File: src/rtl/rx_deframer.sv
// Receive deframer: hunts for the sync word, then reassembles MSB-first payload bytes into an AXI-Stream byte stream.
// Optional RX_DEFRAMER_INV_SYNC_EN also accepts the inverted sync word and inverts the payload (BPSK phase ambiguity).
module rx_deframer #(
    parameter int                    SYNC_WIDTH  = 16,
    parameter logic [SYNC_WIDTH-1:0] SYNC_WORD   = 16'hEB90,
    parameter int                    FRAME_BYTES = 16,
    parameter int                    LOCK_MISS   = 3
) (
    input  logic        clk_32M768,
    input  logic        rst_n_32M768,
    input  logic        rx_bit,
    input  logic        rx_bit_valid,
    output logic [7:0]  data_tdata,
    output logic        data_tvalid,
    input  logic        data_tready,
    output logic        data_tlast,
    output logic        data_tuser,
    output logic        locked,
    output logic        overflow,
    output logic [15:0] frame_cnt
);

    typedef enum logic [1:0] {HUNT, PAYLOAD, VERIFY} state_t;

    localparam logic [5:0] SW_LEN    = 6'(SYNC_WIDTH);
    localparam logic [7:0] LAST_BYTE = 8'(FRAME_BYTES - 1);
    localparam logic [3:0] MISS_MAX  = 4'(LOCK_MISS);

    state_t                  state_q, state_d;
    logic [SYNC_WIDTH-1:0]   sr_q, sr_d;
    logic [5:0]              fill_q, fill_d;
    logic [5:0]              bit_cnt_q, bit_cnt_d;
    logic [7:0]              byte_cnt_q, byte_cnt_d;
    logic [3:0]              miss_q, miss_d;
    logic                    locked_q, locked_d;
    logic [15:0]             frame_cnt_q, frame_cnt_d;
    logic [7:0]              tdata_q, tdata_d;
    logic                    tvalid_q, tvalid_d;
    logic                    tlast_q, tlast_d;
    logic                    tuser_q, tuser_d;
    logic                    ovf_q, ovf_d;

    logic [SYNC_WIDTH-1:0]   sr_shift;
    logic [SYNC_WIDTH-1:0]   verify_word;
    logic [7:0]              rx_byte;
    logic                    hunt_full;
    logic                    byte_push, push_first, push_last;

    assign sr_shift  = {sr_q[SYNC_WIDTH-2:0], rx_bit};
    assign hunt_full = (fill_q >= SW_LEN - 6'd1);

`ifdef RX_DEFRAMER_INV_SYNC_EN
    logic pol_q, pol_d;
    assign verify_word = pol_q ? ~SYNC_WORD : SYNC_WORD;
    assign rx_byte     = sr_shift[7:0] ^ {8{pol_q}};
`else
    assign verify_word = SYNC_WORD;
    assign rx_byte     = sr_shift[7:0];
`endif

    always_comb begin
        state_d     = state_q;
        sr_d        = sr_q;
        fill_d      = fill_q;
        bit_cnt_d   = bit_cnt_q;
        byte_cnt_d  = byte_cnt_q;
        miss_d      = miss_q;
        locked_d    = locked_q;
        frame_cnt_d = frame_cnt_q;
`ifdef RX_DEFRAMER_INV_SYNC_EN
        pol_d       = pol_q;
`endif
        byte_push   = 1'b0;
        push_first  = 1'b0;
        push_last   = 1'b0;

        if (rx_bit_valid) begin
            sr_d = sr_shift;
            unique case (state_q)
                HUNT: begin
                    if (fill_q != SW_LEN) fill_d = fill_q + 6'd1;
                    if (hunt_full && sr_shift == SYNC_WORD) begin
                        state_d     = PAYLOAD;
                        locked_d    = 1'b1;
                        miss_d      = 4'd0;
                        frame_cnt_d = frame_cnt_q + 16'd1;
                        bit_cnt_d   = 6'd0;
                        byte_cnt_d  = 8'd0;
`ifdef RX_DEFRAMER_INV_SYNC_EN
                        pol_d       = 1'b0;
                    end else if (hunt_full && sr_shift == ~SYNC_WORD) begin
                        state_d     = PAYLOAD;
                        locked_d    = 1'b1;
                        miss_d      = 4'd0;
                        frame_cnt_d = frame_cnt_q + 16'd1;
                        bit_cnt_d   = 6'd0;
                        byte_cnt_d  = 8'd0;
                        pol_d       = 1'b1;
`endif
                    end
                end
                PAYLOAD: begin
                    bit_cnt_d = bit_cnt_q + 6'd1;
                    if (bit_cnt_q == 6'd7) begin
                        bit_cnt_d  = 6'd0;
                        byte_push  = 1'b1;
                        push_first = (byte_cnt_q == 8'd0);
                        push_last  = (byte_cnt_q == LAST_BYTE);
                        if (push_last) begin
                            state_d    = VERIFY;
                            byte_cnt_d = 8'd0;
                        end else begin
                            byte_cnt_d = byte_cnt_q + 8'd1;
                        end
                    end
                end
                VERIFY: begin
                    bit_cnt_d = bit_cnt_q + 6'd1;
                    if (bit_cnt_q == SW_LEN - 6'd1) begin
                        bit_cnt_d = 6'd0;
                        if (sr_shift == verify_word) begin
                            miss_d      = 4'd0;
                            frame_cnt_d = frame_cnt_q + 16'd1;
                            state_d     = PAYLOAD;
                        end else if (miss_q + 4'd1 == MISS_MAX) begin
                            miss_d   = MISS_MAX;
                            locked_d = 1'b0;
                            state_d  = HUNT;
                            fill_d   = 6'd0;
`ifdef RX_DEFRAMER_INV_SYNC_EN
                            pol_d    = 1'b0;
`endif
                        end else begin
                            // Flywheel: keep frame timing through an isolated miss
                            miss_d  = miss_q + 4'd1;
                            state_d = PAYLOAD;
                        end
                    end
                end
                default: state_d = HUNT;
            endcase
        end
    end

    // Single-entry output register; a byte landing on a stalled slot is dropped
    always_comb begin
        tdata_d  = tdata_q;
        tvalid_d = tvalid_q;
        tlast_d  = tlast_q;
        tuser_d  = tuser_q;
        ovf_d    = 1'b0;
        if (tvalid_q && data_tready) tvalid_d = 1'b0;
        if (byte_push) begin
            if (!tvalid_q || data_tready) begin
                tdata_d  = rx_byte;
                tuser_d  = push_first;
                tlast_d  = push_last;
                tvalid_d = 1'b1;
            end else begin
                ovf_d = 1'b1;
            end
        end
    end

    always_ff @(posedge clk_32M768 or negedge rst_n_32M768) begin
        if (!rst_n_32M768) begin
            state_q     <= HUNT;
            sr_q        <= '0;
            fill_q      <= '0;
            bit_cnt_q   <= '0;
            byte_cnt_q  <= '0;
            miss_q      <= '0;
            locked_q    <= 1'b0;
            frame_cnt_q <= '0;
            tdata_q     <= '0;
            tvalid_q    <= 1'b0;
            tlast_q     <= 1'b0;
            tuser_q     <= 1'b0;
            ovf_q       <= 1'b0;
`ifdef RX_DEFRAMER_INV_SYNC_EN
            pol_q       <= 1'b0;
`endif
        end else begin
            state_q     <= state_d;
            sr_q        <= sr_d;
            fill_q      <= fill_d;
            bit_cnt_q   <= bit_cnt_d;
            byte_cnt_q  <= byte_cnt_d;
            miss_q      <= miss_d;
            locked_q    <= locked_d;
            frame_cnt_q <= frame_cnt_d;
            tdata_q     <= tdata_d;
            tvalid_q    <= tvalid_d;
            tlast_q     <= tlast_d;
            tuser_q     <= tuser_d;
            ovf_q       <= ovf_d;
`ifdef RX_DEFRAMER_INV_SYNC_EN
            pol_q       <= pol_d;
`endif
        end
    end

    assign data_tdata  = tdata_q;
    assign data_tvalid = tvalid_q;
    assign data_tlast  = tlast_q;
    assign data_tuser  = tuser_q;
    assign locked      = locked_q;
    assign overflow    = ovf_q;
    assign frame_cnt   = frame_cnt_q;

endmodule

File: config.mk
export PLATFORM = sky130hd
export DESIGN_NAME = rx_deframer
export DESIGN_NICKNAME = d
export VERILOG_FILES = /design/src/rtl/rx_deframer.sv
export SDC_FILE = /design/constraint.sdc
export NUM_CORES = 1
export LEC_CHECK = 0
export CAP_MARGIN = 20
export CORE_UTILIZATION = 57
export DETAILED_ROUTE_END_ITERATION = 16
export PLACE_DENSITY = 0.79
export RECOVER_POWER = 100
export SLEW_MARGIN = 20
export SYNTH_ARGS = -nofsm -noshare
export SYNTH_HDL_FRONTEND = slang
export SYNTH_SLANG_ARGS = --single-unit
File: constraint.sdc
create_clock -name clk_32M768 -period 3.3 [get_ports clk_32M768]
set_input_delay 0.33 -clock clk_32M768 [delete_from_list [all_inputs] [get_ports clk_32M768]]
set_output_delay 0.33 -clock clk_32M768 [all_outputs]
set_load 0.02 [all_outputs]
==> impl_metrics.env <==
export IMPL_status="finished, violations left"
export IMPL_violations="capacitance limit, slew limit"
export IMPL_worst_setup_hold_path_clk_slew_ns=0.08
export IMPL_rows=28
export IMPL_synth_top_area_share_pct=49.3
export IMPL_synthCells=324
export IMPL_dieArea_mm2=0.00656
export IMPL_antenna_found_initial=0
export IMPL_ir_drop_mv=0.372
export IMPL_yosysWarningCount=0
export IMPL_rsz0062_at_grt="false"
export IMPL_ant_nets=0
export IMPL_fin_crit_sh_pct=83.3
export IMPL_cts_htree_levels=3
export IMPL_maxCapViolCount=1
export IMPL_crit_slowest_cell="or4_1"
export IMPL_yosysSeqAreaShare_pct=49.3
export IMPL_final_hold_viol_count=0
export IMPL_via_per_inst=6.02
export IMPL_syn_num_nets=342
export IMPL_coreArea_mm2=0.00596
export IMPL_clock_latency_ns=0.35
export IMPL_cts_made_buffers=9
export IMPL_drt_wl_total_um=7040
export IMPL_die_x_um=81.0
export IMPL_synth_edf_count=0
export IMPL_drive_gt1_share_pct=14.7
export IMPL_ctsHoldBuffers=0
export IMPL_grt_overflow_total=0
export IMPL_critical_path_max_stage_delay_ns=0.68
export IMPL_synth_ff_type="dfrtp_1"
export IMPL_cp_end_kind="flop"
export IMPL_ios=34
export IMPL_startpoint_type="input port"
export IMPL_cts_buffer_depth=2
export IMPL_grt_util_all_layers_pct=24.0
export IMPL_drt_pass1_iterations=4
export IMPL_wl_per_cell_um=15.7
export IMPL_skew_ns=0.0112
export IMPL_cts_resized=0
export IMPL_required_ns=3.53
export IMPL_vias=2704
export IMPL_synth_area_mm2=0.00356
export IMPL_start_util_pct=59.7
export IMPL_crit_fanout=7
export IMPL_setup_viol=0
export IMPL_postCtsSetupBuffers=0
export IMPL_synth_common_cells="70 x dfrtp_1, 28 x mux2_2, 24 x nand3_1"
export IMPL_fmax_mhz=364
export IMPL_fin_area_mm2=0.00416
export IMPL_dpl_cell_area_mm2=0.00402
export IMPL_placedCellCount=433
export IMPL_gp_congestion=0.804
export IMPL_cpLargestDelayFamily="simple AND/OR/NAND/NOR gates"
export IMPL_drc_errors=0
export IMPL_hold_class="in -> async"
export IMPL_grt_max_degree=39
export IMPL_critPathArrivalTime_ns=2.98
export IMPL_final_util_pct=69.9
export IMPL_p_leak_uw=0.00186
export IMPL_area_growth_synth_to_final_pct=17.1
export IMPL_cts_tree="done"
export IMPL_max_slew_margin_pct=-12.4
export IMPL_slew_viol_final=34
export IMPL_synth_area_top_cells="dfrtp_1 49%, mux2_2 8.9%, ha_1 4.6%"
export IMPL_synth_top_area_cell="dfrtp_1"
export IMPL_antenna_cells=0
export IMPL_cts_root_buf="clkbuf_8"
export IMPL_grt_pass1_vias=2626
export IMPL_finalPower_uw=2760
export IMPL_die_h_um=81.0
export IMPL_portBuffers=33
export IMPL_crit_chain="dlygate4sd3_1, or4b_4, or4_1, nor4_4, nand3_1, xnor2_1"
export IMPL_synth_area_per_cell_um2=11.0
export IMPL_drtIter0Drc=119
export IMPL_dpl_hpwl_um=4970
export IMPL_setup_tns_ns=0
export IMPL_period_minus_slack_ns=2.75
export IMPL_ys_seq_elements=70
export IMPL_tightestPinTransition_ns=1.69
export IMPL_fin_cells=449
export IMPL_fillers=442
export IMPL_power_density_mw_per_mm2=663
export IMPL_synth_cell_types=53
export IMPL_clock_sinks=70
export IMPL_async_flop_share_pct=100
export IMPL_crit_buf_inv=1
export IMPL_nets=387
export IMPL_grt_first_pass_wirelength_um=11800
export IMPL_synth_most_common_cell="dfrtp_1"
export IMPL_worstSetupPathType="in -> reg"
==> state kept, by name (all words and copies together), names as in the netlist <==
name / cells
data_tdata: 8
data_tvalid: 1
sr_q: 15
data_tuser: 1
byte_cnt_q: 8
bit_cnt_q: 6
data_tlast: 1
fill_q: 6
locked: 1
frame_cnt: 16
state_q: 2
miss_q: 4
overflow: 1
==> stage by stage <==
stage	hold WS (ns)	worst slack, ns
final	0.402	0.551
after global routing	0.498	0.378
after global placement	0.427	0.504
after detailed placement	0.433	0.385
after floorplan	0.0344	0.936
after CTS	0.0443	0.777
==> routing by layer <==
metal	up-vias	global-route usage [%]	part of all wire, %
met2	82	38.6	49
met3	18	5.73	5.3
met4	0	13.0	2.2
met1	1312	29.8	44
met5	-	0	0
li1	1292	-	-
==> cell families after synthesis <==
logic type | after synthesis | share of synthesized area (%)
flip-flops | 70 | 49.3
AO/OA/AOI/OAI | 58 | 11.3
multiplexers | 28 | 8.87
AND/OR/NAND/NOR | 118 | 19.7
buffers and inverters | 22 | 2.53
adder cells (fa/ha/maj) | 13 | 4.57
XOR/XNOR | 15 | 3.69
==> report_power, final <==
group          total, uW  switching (uW)  internal, uW
clock                717             327           390
sequential          1230             199          1030
combinational        812             451           360
total               2760             977          1780
==> worst paths after layout <==
kind                                           start                   endpoint  slack, ns  cells past startpoint
setup / recovery                              rx_bit  frame_cnt[12]$_DFFE_PN0P_       0.55                      6
hold / removal                          rst_n_32M768      fill_q[5]$_DFFE_PN0P_       0.40                      1
setup reg to reg                 sr_q[0]$_DFFE_PN0P_  frame_cnt[12]$_DFFE_PN0P_       0.69                      5
hold reg to reg            frame_cnt[15]$_DFFE_PN0P_  frame_cnt[15]$_DFFE_PN0P_       0.47                      1
max in group asynchronous               rst_n_32M768     state_q[1]$_DFFE_PN0P_       1.19                      2
min in group clk_32M768    frame_cnt[15]$_DFFE_PN0P_  frame_cnt[15]$_DFFE_PN0P_       0.47                      1
==> layout by cell type, fill, tap and decap left out, drive strengths merged, types with 4 or more instances in the layout <==
| cell type | instances |
|---|---|
| xnor2 | 13 |
| a21oi | 9 |
| nand4 | 8 |
| a211o | 4 |
| and3 | 6 |
| nor4 | 9 |
| clkbuf | 20 |
| nand2b | 4 |
| nand3 | 24 |
| nor2 | 12 |
| nand2 | 23 |
| o21ai | 19 |
| dlygate4sd3 | 31 |
| mux2 | 28 |
| nor2b | 4 |
| dfrtp | 70 |
| ha | 13 |
| o31ai | 5 |
| inv | 14 |
==> cell type report <==
| class | count | area (um^2) | share of cell area (%) |
|---|---|---|---|
| Clock buffer | 11 | 151 | 3.64 |
| Sequential cell | 70 | 1750 | 42.1 |
| Tap cell | 75 | 93.8 | 2.25 |
| Multi-Input combinational cell | 232 | 1690 | 40.6 |
| Clock inverter | 5 | 56.3 | 1.35 |
| Inverter | 13 | 48.8 | 1.17 |
| Timing Repair Buffer | 43 | 370 | 8.89 |
(Power assumes the default switching activity.)
